$ cat src/rtl/adc_sched.sv
// adc_sched: round-robin scheduler for four requesters sharing one ADC macro.
// Define ADC_SCHED_AVG_EN to average four post-discard samples per conversion.
module adc_sched #(
  parameter int SETTLE  = 64,
  parameter int DISCARD = 3,
  parameter int TIMEOUT = 1023
) (
  input  logic        temp_clk,
  input  logic        reset_n,
  input  logic [3:0]  req,
  input  logic [15:0] req_cfg,
  output logic [3:0]  grant,
  output logic [3:0]  done,
  output logic [9:0]  result,
  output logic        err,
  output logic        adc_pwdb,
  output logic        adc_rst,
  output logic        adc_temp,
  output logic [7:0]  adc_ainsel,
  input  logic        adc_eoc,
  input  logic [9:0]  adc_xd
);

  localparam int CW = 16;
  localparam int EW = 8;
`ifdef ADC_SCHED_AVG_EN
  localparam int NSAMP = 4;
`else
  localparam int NSAMP = 1;
`endif

  typedef enum logic [2:0] {
    S_IDLE, S_ARB, S_SETTLE, S_CONV, S_DONE
  } state_t;

  state_t         state, nxt;
  logic [1:0]     ptr, win;
  logic           win_v;
  logic [3:0]     win_cfg, cfg_q, gnt_q;
  logic [CW-1:0]  cnt;
  logic [EW-1:0]  ecnt;
  logic           eoc_q, rise, pwr_q, err_q;
  logic           skip, settle_end, tmo_hit, cap_last;
  logic [9:0]     res_q, cap_val;

  assign rise       = adc_eoc & ~eoc_q;
  assign settle_end = (cnt == CW'(SETTLE - 1));
  assign tmo_hit    = (cnt == CW'(TIMEOUT - 1));
  assign cap_last   = rise && (ecnt == EW'(DISCARD + NSAMP - 1));
  assign win_cfg    = req_cfg[{win, 2'b00} +: 4];
  assign skip       = pwr_q && (win_cfg == cfg_q);

`ifdef ADC_SCHED_AVG_EN
  logic [11:0] acc, sum;
  assign sum     = acc + {2'b00, adc_xd};
  assign cap_val = sum[11:2];

  // accumulate post-discard samples during a conversion
  always_ff @(posedge temp_clk or negedge reset_n) begin
    if (!reset_n) begin
      acc <= '0;
    end else if (state != S_CONV) begin
      acc <= '0;
    end else if (rise && ecnt >= EW'(DISCARD)) begin
      acc <= sum;
    end
  end
`else
  assign cap_val = adc_xd;
`endif

  // first requesting index searching round-robin from ptr
  always_comb begin
    win   = '0;
    win_v = 1'b0;
    for (int k = 3; k >= 0; k--) begin
      if (req[ptr + 2'(k)]) begin
        win   = ptr + 2'(k);
        win_v = 1'b1;
      end
    end
  end

  // state register
  always_ff @(posedge temp_clk or negedge reset_n) begin
    if (!reset_n) state <= S_IDLE;
    else          state <= nxt;
  end

  // next-state logic
  always_comb begin
    nxt = state;
    unique case (state)
      S_IDLE:   if (|req) nxt = S_ARB;
      S_ARB:    if (!win_v)   nxt = S_IDLE;
                else if (skip) nxt = S_CONV;
                else           nxt = S_SETTLE;
      S_SETTLE: if (settle_end) nxt = S_CONV;
      S_CONV:   if (cap_last || (!rise && tmo_hit)) nxt = S_DONE;
      S_DONE:   nxt = (|req) ? S_ARB : S_IDLE;
      default:  nxt = S_IDLE;
    endcase
  end

  // counters, grant/cfg latch, pointer and result capture
  always_ff @(posedge temp_clk or negedge reset_n) begin
    if (!reset_n) begin
      eoc_q <= 1'b0;
      cnt   <= '0;
      ecnt  <= '0;
      pwr_q <= 1'b0;
      gnt_q <= '0;
      cfg_q <= '0;
      ptr   <= '0;
      res_q <= '0;
      err_q <= 1'b0;
    end else begin
      eoc_q <= adc_eoc;
      pwr_q <= (nxt != S_IDLE) && (pwr_q || nxt == S_SETTLE);
      if (state != nxt || (state == S_CONV && rise))
        cnt <= '0;
      else if (state == S_SETTLE || state == S_CONV)
        cnt <= cnt + CW'(1);
      if (state != S_CONV) ecnt <= '0;
      else if (rise)       ecnt <= ecnt + EW'(1);
      if (state == S_ARB) begin
        if (win_v) begin
          gnt_q <= 4'b0001 << win;
          cfg_q <= win_cfg;
          ptr   <= win + 2'd1;
        end else begin
          gnt_q <= '0;
        end
      end
      if (state == S_DONE && nxt == S_IDLE) gnt_q <= '0;
      if (state == S_CONV && nxt == S_DONE) begin
        res_q <= cap_last ? cap_val : 10'h3FF;
        err_q <= !cap_last;
      end
    end
  end

  // outputs decoded from state and latched registers
  always_comb begin
    grant      = gnt_q;
    done       = (state == S_DONE) ? gnt_q : 4'b0;
    err        = (state == S_DONE) && err_q;
    result     = res_q;
    adc_pwdb   = pwr_q;
    adc_rst    = (state == S_IDLE) ||
                 (state == S_ARB && !pwr_q) ||
                 (state == S_SETTLE && cnt == '0);
    adc_temp   = pwr_q && cfg_q[3];
    adc_ainsel = (pwr_q && !cfg_q[3]) ? (8'b1 << cfg_q[2:0]) : 8'b0;
  end

endmodule

$ cat config.mk
export PLATFORM = sky130hd
export DESIGN_NAME = adc_sched
export DESIGN_NICKNAME = d
export VERILOG_FILES = /design/src/rtl/adc_sched.sv
export SDC_FILE = /design/constraint.sdc
export NUM_CORES = 1
export LEC_CHECK = 0
export BUFFER_PORTS_ARGS = -buffer_cell sky130_fd_sc_hd__buf_2
export CAP_MARGIN = 25
export CORE_UTILIZATION = 40
export CTS_CLUSTER_DIAMETER = 120
export DETAILED_ROUTE_END_ITERATION = 6
export PLACE_DENSITY_LB_ADDON = 0.1
export SETUP_SLACK_MARGIN = 0.5
export SYNTH_ARGS = -nofsm -noshare
export SYNTH_HDL_FRONTEND = slang
export SYNTH_SLANG_ARGS = --single-unit
export TNS_END_PERCENT = 100
$ cat constraint.sdc
create_clock -name temp_clk -period 5.9 [get_ports temp_clk]
set_input_delay 0.59 -clock temp_clk [delete_from_list [all_inputs] [get_ports temp_clk]]
set_output_delay 0.59 -clock temp_clk [all_outputs]
set_load 0.005 [all_outputs]
== Word level (Yosys, flattened, before mapping) ==
Index checks and enable logic that the tools add are counted.

* Input bits: 33
* Logic and storage cells: 101
* Bits in registers: 50
* Output and inout port bits: 30

* Multiplexer cells: 33
* $lt $le $gt $ge: 4
* Add/sub/neg operators: 6
* Reductions and logical operators: 31
* Bitwise operators: 2
* Equality and inequality tests: 12
* Shift-type cells: 3

{| class="wikitable"
|+ Operator list
! cell !! count
|-
| two-way mux 16 bit || 2
|-
| two-way mux 8 bit || 3
|-
| adder 16 x 1 -> 16 bit, second input constant || 1
|-
| equality test 16 x 10 -> 1 bit, second input constant || 1
|-
| equality test 16 x 6 -> 1 bit, second input constant || 1
|-
| logical NOT 16 bit || 1
|-
| two-way mux 4 bit || 4
|-
| indexed part select 16 x 5 -> 4 bit || 1
|-
| case mux 3 bit (5 select lines) || 1
|-
| logical AND 1 bit || 12
|-
| < comparator 2 x 3 -> 1 bit, second input constant || 4
|-
| two-way mux 1 bit || 10
|-
| two-way mux 10 bit || 1
|-
| two-way mux 2 bit || 5
|-
| equality test 3 x 2 -> 1 bit, second input constant || 3
|-
| two-way mux 3 bit || 3
|-
| adder 8 x 1 -> 8 bit, second input constant || 1
|-
| binary-select mux 1 bit (select 2 bit) || 4
|-
| equality test 8 x 2 -> 1 bit, second input constant || 1
|-
| << shifter 1 x 3 -> 8 bit, first input constant || 1
|-
| equality test 3 bit, second input constant || 2
|-
| logical NOT 3 bit || 2
|-
| logical OR 1 bit || 6
|-
| nonzero test 2 bit || 3
|-
| 13 further kinds || 18
|}

== Depth between registers and ports, before layout ==
Gate-level depths: netlist of run 1.

* Depth in word-level cells: 16
* Gate-level depth with buffers: 10
* Gate-level depth less buffers: 8

== Worst setup path after synthesis of run 1 ==
OpenSTA, ideal clock, no wires.

* Path kind: input to register
* Start: in adc_eoc
* End: reg cnt[10]
* Required time: 5.781 ns
* Path buffers: 2
* Data arrival time: 1.980 ns
* Stages on the path: 9
* Library setup time: 0.119 ns
* Path slack: 3.801 ns
* Cells stage by stage: nor2b_1 -> nand2_1 -> nor4_2 -> nor2_1 -> a31oi_1 -> or4_1 -> buf_2 -> buf_6 -> nor2_1

* Cells in the longest elaborated chain, start to end: 9
* Elaborated cells between the ends (all ways): 12
* Those cells by class: eq/ne: 1; mux: 3; bitwise: 1; reduce/logical: 7

{| class="wikitable"
|+ RTL lines
! what !! RTL line !! source
|-
| start: declaration || 20 || <nowiki>input logic adc_eoc,</nowiki>
|-
| AND 1 bit (*) || 46 || <nowiki>assign rise = adc_eoc & ~eoc_q;</nowiki>
|-
| logical NOT 1 bit || 99 || <nowiki>S_CONV: if (cap_last || (!rise && tmo_hit)) nxt = S_DONE;</nowiki>
|-
| logical AND 1 bit || 99 ||
|-
| logical OR 1 bit || 99 ||
|-
| two-way mux 3 bit || 99 ||
|-
| case mux 3 bit (5 select lines) || 93 || <nowiki>unique case (state)</nowiki>
|-
| inequality test 3 bit || 120 || <nowiki>if (state != nxt || (state == S_CONV && rise))</nowiki>
|-
| logical OR 1 bit (*) || 120 ||
|-
| two-way mux 16 bit or nonzero test 2 bit (tied branches) || -- ||
|-
| end signal: assignment || 123 || <nowiki>cnt <= cnt + CW'(1);</nowiki>
|-
| end: declaration || 40 || <nowiki>logic [CW-1:0] cnt;</nowiki>
|}

Mark *: on every way between the ends. The rest lies on a longest branch, timed or not.
A chain may end at the register's enable or synchronous reset.

== Final worst setup path of run 1 ==
* Start: reg ptr[1]
* End: reg state[0]

* Cells in the longest elaborated chain, start to end: 13
* Elaborated cells between the ends (all ways): 25
* Those cells by class: add/sub: 3; eq/ne: 1; shift: 1; mux: 19; reduce/logical: 1

{| class="wikitable"
|+ RTL lines
! what !! RTL line !! source
|-
| start: declaration || 37 || <nowiki>logic [1:0] ptr, win;</nowiki>
|-
| start signal: assignment || 130 || <nowiki>ptr <= win + 2'd1;</nowiki>
|-
| adder 2 bit || 77, 78 ||
|-
| binary-select mux 1 bit (select 2 bit) || 77 || <nowiki>if (req[ptr + 2'(k)]) begin</nowiki>
|-
| two-way mux 1 bit (not written as such) || 77 ||
|-
| two-way mux 2 bit (4 in series) || 77 ||
|-
| indexed part select 16 x 5 -> 4 bit || 50 || <nowiki>assign win_cfg = req_cfg[{win, 2'b00} +: 4];</nowiki>
|-
| equality test 4 bit || 51 || <nowiki>assign skip = pwr_q && (win_cfg == cfg_q);</nowiki>
|-
| logical AND 1 bit || 51 ||
|-
| two-way mux 1 bit || 96 || <nowiki>else if (skip) nxt = S_CONV;</nowiki>
|-
| two-way mux 2 bit (*) || 95 || <nowiki>S_ARB: if (!win_v) nxt = S_IDLE;</nowiki>
|-
| case mux 3 bit (5 select lines) (*) || 93 ||
|-
| via nxt[0] || 36 || <nowiki>state_t state, nxt;</nowiki>
|-
| end signal: assignment || 87 || <nowiki>else state <= nxt;</nowiki>
|-
| end: declaration || 36 ||
|}

Mark *: on every way through the listed nets, which the timed path passes. The rest lies on a longest branch. The select of a mux whose other input is x is not followed.

==> results of run 1 <==
-- where the power goes --
| part | leakage (nW) | total, mW | internal, mW | switching (mW) |
|---|---|---|---|---|
| clock | 0.0585 | 0.245 | 0.127 | 0.118 |
| combinational | 0.932 | 0.483 | 0.228 | 0.255 |
| sequential | 0.660 | 0.508 | 0.412 | 0.0956 |
-- worst max-delay path: stages, from the launching register on --
cell,delay [ns]
dfrtp_1,0.45
mux2i_1,0.27
nor2_2,0.10
nor3_4,0.56
inv_2,0.24
and4b_1,0.27
a311oi_1,0.24
nand4b_1,0.12
o31ai_1,0.22
-- logic make-up (layout without fill, tap and decap cells) --
logic type | count (synthesis) | in the layout | share of synthesized area (%)
and+or+nand+nor | 143 | 143 | 26.64
DFF | 50 | 50 | 43.10
adders and majority gates | 8 | 8 | 3.448
AOI/OAI and AO/OA | 46 | 46 | 11.64
muxes | 12 | 12 | 4.353
buffers and inverters | 21 | 80 | 3.879
xor gates and xnor gates | 23 | 23 | 6.940
-- placed cells by master, fill, tap and decap left out, drive strengths merged, types with 3 or more instances in the layout --
cell type  Yosys  final
xnor2          8      8
xor2          15     15
nand4          8      8
nor2          41     41
a31oi          3      3
nor3           7      7
mux2           5      5
clkbuf         5      5
mux2i          7      7
and3           8      8
nor4           6      6
a22o           4      4
nor3b          4      4
buf            8     64
a21oi         12     12
o22a          10     10
ha             8      8
dfrtp         50     50
nor2b         11     11
or4            3      3
nand2         26     26
inv            8      9
and2           6      6
a211oi         3      3
nand2b        11     11
o21ai          3      3
nand3          3      3
-- through the flow --
stage / power, mW / instance area, µm² / setup slack, ns / hold WS [ns] / util (%)
floorplan: 0.8737 / 2903 / 3.801 / 0.2944 / -
global placement: 0.9999 / 3266 / 3.189 / 0.4683 / 47.28
detailed placement: 1.005 / 3266 / 3.125 / 0.4794 / 47.28
CTS: 1.258 / 3378 / 3.297 / 0.3962 / 48.91
global route: 1.344 / 3378 / 3.024 / 0.3995 / 48.91
finish: 1.235 / 3378 / 3.343 / 0.3711 / 48.91
-- flip-flops by register name, indices dropped and copies added (netlist names) --
signal and count:
grant 4, result 10, ptr 2, cnt 16, err_q 1, cfg_q 4
state 3, ecnt 8, eoc_q 1, adc_pwdb 1
-- metal layers --
metal  global-route usage, %  wire length, µm  up-vias
met2                   26.77             2723       49
met3                   3.033              227        7
li1                        -                -     1185
met4                   5.812               82        0
met5                       0                0        -
met1                   24.64             2993     1096
-- layout make-up --
cell class / count / area share, %
Inverter: 8 / 0.8889
Clock inverter: 3 / 1.296
Timing Repair Buffer: 64 / 9.630
Sequential cell: 50 / 37.04
Clock buffer: 5 / 2.037
Tap cell: 96 / 3.556
Multi-Input combinational cell: 232 / 45.56
-- worst max path at each step --
stage	startpoint	to	slack [ns]
2_1_floorplan	adc_eoc	cnt[10]	3.80
3_3_place_gp	req[0]	state[0]	3.19
3_5_place_dp	req[0]	state[0]	3.13
4_1_cts	state[1]	result[1]	3.30
5_1_grt	ptr[1]	state[0]	3.02
6_report	ptr[1]	state[0]	3.34
==> impl_metrics.tcl, run 1 <==
set metrics [dict create \
    ios 63 \
    track_usage_pct 17.36 \
    cts_tree "done" \
    p_per_area_nw_per_um2 365.7 \
    ir_drop_mv 0.1529 \
    clock_path_buffers 2 \
    drive_gt1_share_pct 23.76 \
    ys_seq_area_share_pct 43.10 \
    drv_slew 0 \
    die-width_um 87.19 \
    ant_nets 0 \
    yosys_warnings 0 \
    setup_tns_ns 0 \
    place.gp.congestion 0.7529 \
    area_delta_synth_final_pct 16.38 \
    cts_root_buf "clkbuf_8" \
    worstPathArrival_ns 2.77 \
    grt_pass1_vias 2166 \
    period_needed_ns 2.557 \
    avgSynthCellArea_um2 9.580 \
    cts_made_buffers 5 \
    grt_max_degree 51 \
    reg2reg_slack_ns 3.34 \
    vias 2337 \
    start_kind "flop" \
    nets 402 \
    htreeDepth 2 \
    synth-seq-cells 50 \
    setup_violations 0 \
    synth_edf_count 0 \
    crit_required_ns 6.11 \
    p_leak_nw 1.650 \
    wl_per_cell_um 13.16 \
    multi_input_area_um2 1539 \
    grt_first_pass_wirelength_mm 10.29 \
    synth-async-reset-ratio_pct 100.0 \
    die-area_um2 7601 \
    slew_headroom_pct 46.41 \
    post-cts-setup-buffer-count 0 \
    netlist_area_um2 2903 \
    drc_errors 0 \
    yosysMostFrequentCell "dfrtp_1" \
    ff_latch_area_um2 1251 \
    cts-resized-gates 0 \
    worst_pin_slew_ns 0.8009 \
    overflow 0 \
    wl_mm 6.026 \
    r2r_start "ptr[1]" \
    path_max_fanout 14 \
    n_fill_cell 669 \
    rsz0062_at_grt "false" \
    core_area_um2 6907 \
    synth_top_area_share_pct 43.10 \
    clk_pin_slew_ns 0.09 \
    cts.sinks 50 \
    io_buffer_count 62 \
    finalHoldViolCount 0 \
    antenna_found_initial 0 \
    antenna_cells 0 \
    status "finished clean" \
    reg2reg_depth 8 \
    synth_top_area_cell "dfrtp_1" \
    fin_crit_sh_pct 43.34 \
    clock.fmax_ghz 0.3911 \
    clk_latency_ns 0.31 \
    drtIter0Drc 133 \
    finClkSkew_ns 0.01346 \
    dr.pass1.iters 4 \
    dpl.hpwl_mm 4.349 \
    num_rows 30 \
    dieHeight_um 87.19 \
    ys_top_cells_by_count "dfrtp_1 (50), nor2_1 (40), nand2_1 (25)" \
    start_util_pct 42.03 \
    via_per_inst 5.103 \
    min_path_type "input port to async pin" \
    critPathCaptureType "flop" \
    syn_inst 303 \
    layout.cells.non_filler 458 \
    path_class "flop to flop" \
    synthDistinctLibCells 51 \
    r2r-end "state[0]" \
    synth_area_leaders "dfrtp_1 (43%), nor2_1 (5.2%), xor2_1 (4.5%)" \
    cap_viol_max_count 0 \
    synth_ff_type "dfrtp_1" \
    postCtsHoldBufs 0 \
    syn-num-nets 344 \
    dp.cells 450 \
]
(Power assumes the default switching activity.)
==> run 2: changes to the inputs <==
==> constraint.sdc (replaced) <==
create_clock -name temp_clk -period 2.5 [get_ports temp_clk]
set_input_delay 0.25 -clock temp_clk [delete_from_list [all_inputs] [get_ports temp_clk]]
set_output_delay 0.25 -clock temp_clk [all_outputs]
set_load 0.005 [all_outputs]
==> run 2 against run 1 <==
  * Wire length grew 11%
  * Critical path type unchanged
  * Cell count rose by 3.5%
  * Clock power increased by 93%
  * Non-clock buffer count grew 16
  * Largest cell class unchanged
  * Power up 140%
  * Setup slack got worse by 2.9 ns
  * Sequential share of layout area fell by 2.3 points
  * Clock skew rose by 0.00096 ns
  * Register-to-register slack got worse by 2.9 ns
  * Cell area up 6.7%
  * Die area did not move
==> impl_metrics.tcl, run 2 (synthesis results as in run 1) <==
set metrics [dict create \
    clk_latency_ns 0.31 \
    dieHeight_um 87.19 \
    drv_slew 0 \
    via_per_inst 5.108 \
    largest_reg_flops 16 \
    wl_per_cell_um 14.17 \
    grt_max_degree 51 \
    finalHoldViolCount 0 \
    crit_required_ns 2.72 \
    clk_pin_slew_ns 0.10 \
    p_leak_nw 1.742 \
    cts_tree "done" \
    power.total_mw 3.024 \
    num_rows 30 \
    largest_register "cnt" \
    min_path_type "input port to async pin" \
    grt_pass1_vias 2410 \
    path_class "flop to flop" \
    start_kind "flop" \
    period_needed_ns 2.071 \
    die-area_um2 7601 \
    worstPathArrival_ns 2.29 \
    clock_path_buffers 2 \
    area_delta_synth_final_pct 24.18 \
    rsz0062_at_grt "true" \
    ios 63 \
    place.gp.congestion 0.7789 \
    die-width_um 87.19 \
    ant_nets 0 \
    drc_errors 0 \
    nets 418 \
    drive_gt1_share_pct 30.69 \
    postPlaceCellArea_um2 3311 \
    hold_slack_ns 0.04358 \
    dpl.hpwl_mm 4.701 \
    start_util_pct 42.03 \
    track_usage_pct 18.77 \
    fin_area_um2 3605 \
    path_max_fanout 12 \
    cts_root_buf "clkbuf_8" \
    critPathCaptureType "flop" \
    overflow 0 \
    layout_common_cells "buf_2 (62), dfrtp_1 (49), nor2_1 (39)" \
    grt_first_pass_wirelength_mm 11.30 \
    io_buffer_count 62 \
    vias 2421 \
    wl_mm 6.716 \
    fin_crit_sh_pct 82.82 \
    worst_pin_slew_ns 0.6242 \
    cts.sinks 50 \
    cts_made_buffers 5 \
    finClkSkew_ns 0.01442 \
    setup_violations 0 \
    cap_viol_max_count 0 \
    htreeDepth 2 \
    slew_headroom_pct 58.39 \
    core_area_um2 6907 \
    dr.pass1.iters 4 \
    layout_commonest_cell "buf_2" \
    clock.fmax_ghz 0.4830 \
    setup_tns_ns 0 \
    ir_drop_mv 0.4122 \
    p_per_area_nw_per_um2 838.9 \
    drtIter0Drc 98 \
    status "finished clean" \
    n_fill_cell 666 \
    antenna_found_initial 0 \
    antenna_cells 0 \
]
[run 2: cell count changes in the layout (fill, tap and decap cells not counted), sizes merged]
cell,previous run,this run
buf,64,80
clkinv,1,2
inv,9,8
clkinvlp,0,1
bufinv,1,0
[run 2: area by class of cell]
type	instances	area [µm²]	area share [%]
Clock buffer	5	68.82	1.909
Inverter	8	32.53	0.9025
Tap cell	96	120.1	3.332
Timing Repair Buffer	80	452.9	12.57
Clock inverter	3	21.27	0.5901
Multi-Input combinational cell	232	1657	45.96
Sequential cell	50	1252	34.74
[run 2: path summary, 6_finish.rpt]
path                            startpoint  slack (ns)         to  depth (start not counted)
max in group asynchronous          reset_n        2.01     ptr[1]                          2
worst min register to register       err_q        0.49      err_q                          1
worst max register to register      ptr[1]        0.43   state[0]                          8
worst min-delay path               reset_n        0.04  result[7]                          2
min in group temp_clk              adc_eoc        0.06      eoc_q                          1
worst max-delay path                ptr[1]        0.43   state[0]                          8
[run 2: worst max-delay path, cell delays in order (launching register included)]
cell      delay [ns]
dfrtp_2         0.48
nand2b_1        0.23
a21oi_4         0.24
nor3_4          0.08
buf_6           0.15
and4b_1         0.20
a311oi_1        0.24
nand4b_1        0.15
o31ai_2         0.22
[run 2: per-stage QoR]
| stage | util (%) | std cells | setup slack, ns |
|---|---|---|---|
| 3_5_place_dp | 47.93 | 456 | 0.2675 |
| 4_1_cts | 50.38 | 468 | 0.4142 |
| 3_3_place_gp | 47.93 | 456 | 0.3416 |
| 5_1_grt | 52.19 | 474 | 0.2752 |
| 6_report | 52.19 | 474 | 0.4295 |
| 2_1_floorplan | - | 303 | 0.5804 |
[run 2: timing repair]
| action | CTS | global route |
|---|---|---|
| setup endpoints to repair | 32 | 31 |
| pin swaps | 2 | 3 |
| resized for setup | 12 | 13 |
| setup buffers | 4 | 6 |
| hold buffers | 0 | 0 |
| gates cloned | 0 | 0 |
[run 2: metal layers]
metal | vias to the layer above | global-route usage (%) | wire length [µm]
met4 | 0 | 5.812 | 90
li1 | 1209 | - | -
met2 | 43 | 31.35 | 3229
met3 | 7 | 2.464 | 187
met5 | - | 0 | 0
met1 | 1162 | 25.37 | 3209
[run 2: where the power goes]
part	total (mW)	internal, mW	switching, mW
Clock	0.472	0.197	0.275
Sequential	1.21	0.974	0.235
Combinational	1.34	0.666	0.676
Total	3.02	1.84	1.19
